### config.mk
export PLATFORM = sky130hd
export DESIGN_NAME = microcode_sequencer
export DESIGN_NICKNAME = d
export VERILOG_FILES = /design/src/rtl/microseq_pkg.sv /design/src/rtl/microseq_stack.sv /design/src/rtl/microcode_sequencer.sv
export SDC_FILE = /design/constraint.sdc
export NUM_CORES = 1
export LEC_CHECK = 0
export CORE_UTILIZATION = 35
export CTS_BUF_LIST = sky130_fd_sc_hd__clkbuf_8
export DETAILED_ROUTE_END_ITERATION = 7
export GPL_TIMING_DRIVEN = 0
export RECOVER_POWER = 25
export SYNTH_ARGS = -nofsm -noshare
export SYNTH_HDL_FRONTEND = slang
export SYNTH_SLANG_ARGS = --single-unit
### constraint.sdc
create_clock -name clk -period 3.5 [get_ports clk]
set_input_delay 0.35 -clock clk [delete_from_list [all_inputs] [get_ports clk]]
set_output_delay 0.35 -clock clk [all_outputs]
set_load 0.1 [all_outputs]
### src/rtl/microseq_pkg.sv
// Shared definitions for the microcode next-address sequencer: op codes,
// sequencer-field layout and the control state encoding.
package microseq_pkg;

   localparam int SEQ_W    = 16;
   localparam int OP_LSB   = 12;
   localparam int CSEL_LSB = 9;
   localparam int TARGET_W = 9;

   localparam logic [3:0] OP_NEXT = 4'd0;
   localparam logic [3:0] OP_JUMP = 4'd1;
   localparam logic [3:0] OP_DISP = 4'd2;
   localparam logic [3:0] OP_CALL = 4'd3;
   localparam logic [3:0] OP_RET  = 4'd4;
   localparam logic [3:0] OP_BRT  = 4'd5;
   localparam logic [3:0] OP_BRF  = 4'd6;

   typedef struct packed {
      logic [3:0]          op;
      logic [2:0]          csel;
      logic [TARGET_W-1:0] target;
   } seq_t;

   typedef enum logic [1:0] {
      BOOT = 2'd0,
      RUN  = 2'd1,
      HALT = 2'd2
   } state_t;

endpackage

### src/rtl/microseq_stack.sv
// Return-address LIFO for microroutine calls; clear empties it in one edge.
module microseq_stack #(
   parameter int AW    = 9,
   parameter int DEPTH = 4
) (
   input  logic                         clk,
   input  logic                         clear,
   input  logic                         push,
   input  logic                         pop,
   input  logic [AW-1:0]                data,
   output logic [AW-1:0]                top,
   output logic                         full,
   output logic                         empty,
   output logic [$clog2(DEPTH+1)-1:0]   count
);

   localparam int CW = $clog2(DEPTH+1);
   localparam int IW = (DEPTH > 1) ? $clog2(DEPTH) : 1;

   logic [AW-1:0] mem [DEPTH];
   logic [IW-1:0] wr_idx;
   logic [IW-1:0] rd_idx;
   logic [CW-1:0] below;

   assign below  = count - CW'(1);
   assign wr_idx = IW'(count);
   assign rd_idx = IW'(below);
   assign top    = mem[rd_idx];
   assign full   = (count == CW'(DEPTH));
   assign empty  = (count == '0);

   always_ff @(posedge clk) begin
      if (clear) begin
         count <= '0;
      end else if (push && !full) begin
         mem[wr_idx] <= data;
         count       <= count + CW'(1);
      end else if (pop && !empty) begin
         count <= below;
      end
   end

endmodule

### src/rtl/microcode_sequencer.sv
// Next-address controller for the microcode ROM: upc register, branch/dispatch
// mux, call stack and BOOT/RUN/HALT control. Advances only when enable is high.
module microcode_sequencer
   import microseq_pkg::*;
#(
   parameter int            AW         = 9,
   parameter int            DEPTH      = 4,
   parameter logic [AW-1:0] RESET_ADDR = 9'h1F8,
   parameter logic [AW-1:0] IRQ_ADDR   = 9'h1F0
) (
   input  logic                        clk,
   input  logic                        reset,
   input  logic                        enable,
   input  logic [SEQ_W-1:0]            seq,
   input  logic [7:0]                  cond,
   input  logic [7:0]                  ir,
   input  logic                        irq_req,
   output logic [AW-1:0]               addr,
   output logic                        irq_ack,
   output logic                        fault,
   output logic [$clog2(DEPTH+1)-1:0]  depth,
   output state_t                      state
);

   seq_t          f;
   state_t        state_q;
   state_t        state_nxt;
   logic [AW-1:0] upc;
   logic [AW-1:0] upc_inc;
   logic [AW-1:0] target;
   logic [AW-1:0] stack_top;
   logic          stack_full;
   logic          stack_empty;
   logic          push_req;
   logic          pop_req;
   logic          fault_set;
   logic          fault_q;
   logic          cond_bit;
   logic [$clog2(DEPTH+1)-1:0] stack_count;

   assign f        = seq_t'(seq);
   assign upc_inc  = upc + AW'(1);
   assign target   = AW'(f.target);
   assign cond_bit = cond[f.csel];

   microseq_stack #(
      .AW    (AW),
      .DEPTH (DEPTH)
   ) u_stack (
      .clk   (clk),
      .clear (reset),
      .push  (push_req && enable),
      .pop   (pop_req && enable),
      .data  (upc_inc),
      .top   (stack_top),
      .full  (stack_full),
      .empty (stack_empty),
      .count (stack_count)
   );

   // Stack faults re-fetch the current word and park the sequencer in HALT.
   always_comb begin
      addr      = upc;
      irq_ack   = 1'b0;
      push_req  = 1'b0;
      pop_req   = 1'b0;
      fault_set = 1'b0;
      state_nxt = state_q;
      if (reset) begin
         addr = RESET_ADDR;
      end else begin
         case (state_q)
            BOOT: begin
               addr = RESET_ADDR;
               if (enable) state_nxt = RUN;
            end
            RUN: begin
               case (f.op)
                  OP_JUMP: addr = target;
                  OP_DISP: begin
                     if (irq_req) begin
                        addr    = IRQ_ADDR;
                        irq_ack = enable;
                     end else begin
                        addr = AW'(ir);
                     end
                  end
                  OP_CALL: begin
                     if (stack_full) begin
                        addr      = upc;
                        fault_set = 1'b1;
                        state_nxt = HALT;
                     end else begin
                        addr     = target;
                        push_req = 1'b1;
                     end
                  end
                  OP_RET: begin
                     if (stack_empty) begin
                        addr      = upc;
                        fault_set = 1'b1;
                        state_nxt = HALT;
                     end else begin
                        addr    = stack_top;
                        pop_req = 1'b1;
                     end
                  end
                  OP_BRT:  addr = cond_bit ? target : upc_inc;
                  OP_BRF:  addr = cond_bit ? upc_inc : target;
                  default: addr = upc_inc;
               endcase
            end
            default: addr = upc;
         endcase
      end
   end

   always_ff @(posedge clk) begin
      if (reset) begin
         upc     <= RESET_ADDR;
         state_q <= BOOT;
         fault_q <= 1'b0;
      end else if (enable) begin
         upc     <= addr;
         state_q <= state_nxt;
         if (fault_set) fault_q <= 1'b1;
      end
   end

   assign fault = fault_q && !reset;
   assign depth = reset ? '0 : stack_count;
   assign state = state_q;

endmodule
==> impl_metrics.env, run 1 <==
export IMPL_grt_max_degree=20
export IMPL_die_y_um=93.7
export IMPL_timing_final_setup_violations=0
export IMPL_io_pins=52
export IMPL_timing_hold_violations_final=0
export IMPL_p_switching_uw=372
export IMPL_synth_instances=271
export IMPL_grt_first_pass_wirelength_um=13000
export IMPL_cellLeakagePower_uw=0.00122
export IMPL_tns_ns=0
export IMPL_fp_rows=33
export IMPL_tightestPinTransition_ns=1.01
export IMPL_synth_most_common_cell="sky130_fd_sc_hd__edfxtp_1"
export IMPL_sequential_share_of_power=0.519
export IMPL_layout_nets=371
export IMPL_power_ir_vdd_worst_v=0.000259
export IMPL_worstSetupEndpointType="output port"
export IMPL_drt_iter0_drc=216
export IMPL_cts_buffers=5
export IMPL_synth_net_count=313
export IMPL_fp_dieArea_um2=8770
export IMPL_pwr_share_comb=0.184
export IMPL_crit_path_start_kind="input port"
export IMPL_slew_headroom=0.314
export IMPL_htree_levels=2
export IMPL_wl_per_cell_um=19.2
export IMPL_cts_clk_slew_worst_paths_ns=0.10
export IMPL_synth_avg_cell_area_um2=10.8
export IMPL_gr_total_overflow=0
export IMPL_die_width_um=93.7
export IMPL_ys_seq_elements=51
export IMPL_power_density_nw_per_um2=339
export IMPL_hold_path_class="reg -> reg"
export IMPL_yosys_warnings=0
export IMPL_placement_cell_area_um2=3610
export IMPL_cell_type_with_the_largest_total_area_after_synthesis="sky130_fd_sc_hd__edfxtp_1"
export IMPL_synth_top_cells_by_count="sky130_fd_sc_hd__edfxtp_1 (36), sky130_fd_sc_hd__nand2_1 (24), sky130_fd_sc_hd__nor2_1 (18), sky130_fd_sc_hd__dfxtp_1 (15), sky130_fd_sc_hd__a21oi_1 (12)"
export IMPL_timing_critical_path_arrival_ns=2.99
export IMPL_gr_usage_all_layers=0.197
export IMPL_effective_utilization_at_floorplan=0.360
export IMPL_detailroute_via_count=2482
export IMPL_clock_skew_ns=0.00717
export IMPL_cts_max_path_buffers=2
export IMPL_layout_drive_gt1_share=0.161
export IMPL_ys_top_cells_by_area="sky130_fd_sc_hd__edfxtp_1 (37%), sky130_fd_sc_hd__dfxtp_1 (10%), sky130_fd_sc_hd__mux4_2 (7.7%)"
export IMPL_detailedRoute_firstPassIterationCount=5
export IMPL_clock_tree_root_driver_cell="sky130_fd_sc_hd__clkbuf_8"
export IMPL_wl_met2_um=3760
export IMPL_number_of_antenna_violations_at_the_first_check_in_global_routing=0
export IMPL_tritoncts_num_sinks=51
export IMPL_clock_tree_from_tritoncts="yes"
export IMPL_drcViolationCount=0
export IMPL_rsz0062_at_grt="no"
export IMPL_synth_area_um2=2940
export IMPL_detail_route_antenna_nets=0
export IMPL_timing_worst_setup_path_type="in -> out"
export IMPL_io_buffer_count=50
export IMPL_crit_path_max_fanout=8
export IMPL_synth_lib_cells_used_distinct=53
export IMPL_max_cap_viol_count=0
export IMPL_dp_hpwl_um=6130
export IMPL_drt_wl_total_um=8350
export IMPL_antennaDiodeCount=0
export IMPL_crit_required_ns=3.15
export IMPL_outcome="completed"
export IMPL_detail_route_wirelength_met1_um=3930
export IMPL_route_detailed_vias_per_inst=5.71
export IMPL_period_minus_slack_ns=3.34
export IMPL_portion_of_total_power_attributed_to_the_clock_network=0.297
export IMPL_maxSlewViolCount=0
export IMPL_maxClockFrequency_ghz=0.300
export IMPL_area_growth_syn_to_layout_pct=26.6
export IMPL_clk_insertion_delay_late_ns=0.31
export IMPL_finalCritPeriodShare=0.953
export IMPL_synth_largest_type_area_fraction=0.368
export IMPL_core_um2=8180
export IMPL_first_global_vias=2444
export IMPL_seq_area_frac_synth=0.470
export IMPL_switching_share=0.295
export IMPL_main_flop_type_after_synthesis="sky130_fd_sc_hd__edfxtp_1"
export IMPL_route_top_layer_used="met4"
export IMPL_p_int_uw=891
export IMPL_synth_enable_flop_cells=36
export IMPL_cts_hold_buf=0
export IMPL_finish_instance_area_um2=3720
export IMPL_place_congestion=0.876
export IMPL_ys_async_sr_fraction=0
export IMPL_met3RoutedLength_um=557
==> worst paths after layout <==
check	from	end	slack, ns	cells past startpoint
max	seq[14]	irq_ack	0.16	5
min	u_stack.count[1]	u_stack.count[1]	0.55	2
max reg2reg	u_stack.count[0]	u_stack.mem[2][8]	0.51	6
min reg2reg	u_stack.count[1]	u_stack.count[1]	0.55	2
==> critical path, cell delays in order <==
cell and delay, ns:
sky130_fd_sc_hd__clkdlybuf4s50_1 0.55, sky130_fd_sc_hd__nor4b_2 0.66, sky130_fd_sc_hd__nand2_1 0.15, sky130_fd_sc_hd__nor2_1 0.13, sky130_fd_sc_hd__clkdlybuf4s50_1 1.14
==> metal layers <==
metal / vias to the layer above / track usage
li1: 1162 / -
met1: 1214 / 0.281
met2: 96 / 0.311
met3: 10 / 0.0332
met4: 0 / 0.0513
met5: - / 0
==> power groups by stage <==
stage | Sequential (µW) | Combinational [µW] | Clock [µW]
2_1_floorplan | 674 | 134 | 0
3_3_place_gp | 669 | 226 | 0
3_5_place_dp | 669 | 226 | 0
4_1_cts | 655 | 227 | 389
5_1_grt | 656 | 247 | 405
6_report | 656 | 233 | 375
==> state kept, by name, summed over array words and instances, names as in the netlist <==
| register | flops |
|---|---|
| fault_q | 1 |
| u_stack.count | 3 |
| u_stack.mem | 36 |
| upc | 9 |
| state | 2 |
==> cells by family after synthesis <==
group	after synthesis	share of synthesized area
muxes	18	0.106
xor gates and xnor gates	7	0.0209
and+or+nand+nor	99	0.177
DFF	51	0.470
AOI/OAI and AO/OA	65	0.166
buffers and inverters	25	0.0349
adders and majority gates	6	0.0255
==> area by class of cell <==
cell class | count | area (µm²)
Tap cell | 105 | 131
Fill cell | 791 | 4450
Multi-Input combinational cell | 195 | 1520
Timing Repair Buffer | 51 | 487
Sequential cell | 51 | 1380
Clock inverter | 3 | 28.8
Clock buffer | 5 | 68.8
Inverter | 11 | 41.3
Buffer | 14 | 67.6
==> cells in the final DEF, fill, tap and decap left out, types with 4 or more instances in the layout <==
cell type,n
sky130_fd_sc_hd__a21o_1,5
sky130_fd_sc_hd__nand4_1,5
sky130_fd_sc_hd__and3_1,6
sky130_fd_sc_hd__a21oi_1,12
sky130_fd_sc_hd__nand2_1,24
sky130_fd_sc_hd__edfxtp_1,36
sky130_fd_sc_hd__a221o_1,4
sky130_fd_sc_hd__nor3_1,6
sky130_fd_sc_hd__mux4_2,10
sky130_fd_sc_hd__dfxtp_1,14
sky130_fd_sc_hd__clkbuf_4,8
sky130_fd_sc_hd__nor2_1,18
sky130_fd_sc_hd__inv_1,11
sky130_fd_sc_hd__nor2b_1,11
sky130_fd_sc_hd__nand3_1,7
sky130_fd_sc_hd__buf_2,4
sky130_fd_sc_hd__clkbuf_1,6
sky130_fd_sc_hd__a22oi_1,6
sky130_fd_sc_hd__mux2i_1,6
sky130_fd_sc_hd__nand2b_1,7
sky130_fd_sc_hd__o21ai_0,8
sky130_fd_sc_hd__clkdlybuf4s50_1,41
sky130_fd_sc_hd__a221oi_1,5
sky130_fd_sc_hd__clkbuf_8,5
sky130_fd_sc_hd__ha_1,6
sky130_fd_sc_hd__xnor2_1,6
==> metrics by stage <==
| stage | hold WS, ns | utilization | worst slack (ns) | cells | power [µW] |
|---|---|---|---|---|---|
| 2_1_floorplan | 0.500 | - | -0.139 | 271 | 808 |
| 3_3_place_gp | 0.523 | 0.441 | -0.938 | 426 | 894 |
| 3_5_place_dp | 0.533 | 0.441 | -0.860 | 426 | 895 |
| 4_1_cts | 0.547 | 0.451 | 0.0443 | 434 | 1270 |
| 5_1_grt | 0.592 | 0.455 | 0.00587 | 435 | 1310 |
| 6_report | 0.547 | 0.455 | 0.163 | 435 | 1260 |
==> repair_timing <==
action                                  in CTS  in global routing
endpoints found under the hold margin        0                  0
endpoints found under the setup margin      10                  9
buffers inserted                             0                  1
gates resized for setup                     52                 11
pin swaps                                    0                  1
Power figures use the tool's default switching activity.
==> run 2: changes to the inputs <==
- CORE_UTILIZATION: 35 -> 45
- PLACE_DENSITY: unset -> 0.7
==> impl_metrics.env, run 2 (same netlist as run 1, synthesis figures left out) <==
export IMPL_drcViolationCount=0
export IMPL_grt_max_degree=18
export IMPL_fp_rows=29
export IMPL_dp_hpwl_um=5580
export IMPL_maxClockFrequency_ghz=0.297
export IMPL_detailedRoute_firstPassIterationCount=4
export IMPL_power_ir_vdd_worst_v=0.000285
export IMPL_cts_clk_slew_worst_paths_ns=0.09
export IMPL_clock_tree_from_tritoncts="yes"
export IMPL_met3RoutedLength_um=592
export IMPL_grt_first_pass_wirelength_um=12000
export IMPL_clock_tree_root_driver_cell="sky130_fd_sc_hd__clkbuf_8"
export IMPL_cts_hold_buf=0
export IMPL_wl_met2_um=3420
export IMPL_detail_route_antenna_nets=0
export IMPL_first_global_vias=2351
export IMPL_tns_ns=0
export IMPL_gr_total_overflow=0
export IMPL_final_cell_count_no_fill=406
export IMPL_effective_utilization_at_floorplan=0.466
export IMPL_worstSetupEndpointType="output port"
export IMPL_route_top_layer_used="met4"
export IMPL_tritoncts_num_sinks=51
export IMPL_detailroute_via_count=2460
export IMPL_layout_common_cells="sky130_fd_sc_hd__clkdlybuf4s50_1 (40), sky130_fd_sc_hd__edfxtp_1 (36), sky130_fd_sc_hd__nand2_1 (24)"
export IMPL_postLayoutSetupSlackWorst_ns=0.130
export IMPL_hold_path_class="reg -> reg"
export IMPL_finalCritPeriodShare=0.963
export IMPL_io_pins=52
export IMPL_power_density_nw_per_um2=336
export IMPL_post_cts_repair_setup_buffers=0
export IMPL_layout_nets=370
export IMPL_cts_max_path_buffers=2
export IMPL_gr_usage_all_layers=0.224
export IMPL_timing_hold_violations_final=0
export IMPL_critical_path_max_stage_delay_ns=0.99
export IMPL_max_cap_viol_count=0
export IMPL_place_congestion=0.916
export IMPL_die_width_um=82.8
export IMPL_maxSlewViolCount=0
export IMPL_area_growth_syn_to_layout_pct=24.9
export IMPL_outcome="completed"
export IMPL_cp_common_cell="sky130_fd_sc_hd__clkdlybuf4s50_1"
export IMPL_critical_path_reg2reg_startpoint="u_stack.count[0]"
export IMPL_number_of_antenna_violations_at_the_first_check_in_global_routing=0
export IMPL_biggestRegsByFlops="u_stack.mem: 36 flops, upc: 9 flops, u_stack.count: 3 flops"
export IMPL_critical_path_cell_chain="clkdlybuf4s50_1, clkbuf_1, buf_1, nor2_1, clkdlybuf4s50_1"
export IMPL_route_detailed_vias_per_inst=6.06
export IMPL_crit_required_ns=3.15
export IMPL_core_um2=6310
export IMPL_dp_cells=398
export IMPL_hold_path_startpoint="upc[1]"
export IMPL_crit_path_start_kind="input port"
export IMPL_detail_route_wirelength_met1_um=3440
export IMPL_totalPowerFinal_uw=1230
export IMPL_cts_buffers=5
export IMPL_htree_levels=2
export IMPL_launch_point_of_the_critical_path="reset"
export IMPL_layout_drive_gt1_share=0.155
export IMPL_critPathSlowestCell="sky130_fd_sc_hd__clkdlybuf4s50_1"
export IMPL_drt_wl_total_um=7630
export IMPL_timing_final_setup_violations=0
export IMPL_clk_insertion_delay_late_ns=0.31
export IMPL_io_buffer_count=50
export IMPL_number_of_flip_flops_in_the_largest_register=36
export IMPL_timing_critical_path_arrival_ns=3.02
export IMPL_slew_headroom=0.272
export IMPL_crit_path_max_fanout=10
export IMPL_timing_worst_setup_path_type="in -> out"
export IMPL_cellLeakagePower_uw=0.00121
export IMPL_die_y_um=82.8
export IMPL_wl_per_cell_um=18.8
export IMPL_layout_commonest_cell="sky130_fd_sc_hd__clkdlybuf4s50_1"
export IMPL_rsz0062_at_grt="no"
export IMPL_drt_iter0_drc=175
export IMPL_tightestPinTransition_ns=1.08
export IMPL_clock_skew_ns=0.00695
export IMPL_antennaDiodeCount=0
export IMPL_period_minus_slack_ns=3.37
export IMPL_fp_dieArea_um2=6860
export IMPL_finish_utilization=0.582
export IMPL_largest_register="u_stack.mem"
export IMPL_pre_cts_slack_ns=-0.750
==> run 2: changes by cell type in the layout (fill, tap and decap cells not counted), sizes merged <==
cell	delta
clkinv	+1
dlygate4sd2	+1
buf	-1
clkinvlp	+1
inv	-2
clkdlybuf4s50	-1
==> run 2: where the power goes <==
group	leakage [µW]	switching [µW]	internal [µW]	total (µW)
sequential	0.000424	8.09	647	655
combinational	0.000740	137	91.8	229
clock	0.0000461	206	145	351
==> run 2: what timing repair did <==
item                                    CTS  global route
endpoints found under the setup margin   10             9
resized for setup                        52            11
pin swaps                                 0             1
==> run 2: worst paths after layout <==
path                             to  cells past startpoint  slack, ns
hold / removal               upc[1]                      2       0.56
setup reg to reg  u_stack.mem[0][8]                      6       0.55
hold reg to reg              upc[1]                      2       0.56
setup / recovery           depth[0]                      5       0.13
==> run 2: final cells by class <==
| type | instances | area [µm²] |
|---|---|---|
| Inverter | 11 | 41.3 |
| Tap cell | 77 | 96.3 |
| Clock inverter | 3 | 23.8 |
| Fill cell | 580 | 2640 |
| Timing Repair Buffer | 50 | 478 |
| Clock buffer | 5 | 68.8 |
| Buffer | 14 | 71.3 |
| Sequential cell | 51 | 1380 |
| Multi-Input combinational cell | 195 | 1510 |
==> run 2: worst max-delay path, delay by kind of cell <==
kind / cells / cell delay, ns
buffers and inverters: 4 / 2.58
and+or+nand+nor: 1 / 0.09
==> run 2: metal layers <==
metal / vias to the layer above / global-route usage
met5: - / 0
met4: 0 / 0.0831
met2: 122 / 0.350
li1: 1151 / -
met1: 1175 / 0.316
met3: 12 / 0.0348
==> run 2: through the flow <==
step | hold WS [ns] | instance area (µm²)
after CTS | 0.559 | 3640
after global routing | 0.591 | 3670
after detailed placement | 0.543 | 3570
final | 0.564 | 3670
after floorplan | 0.500 | 2980
after global placement | 0.518 | 3570
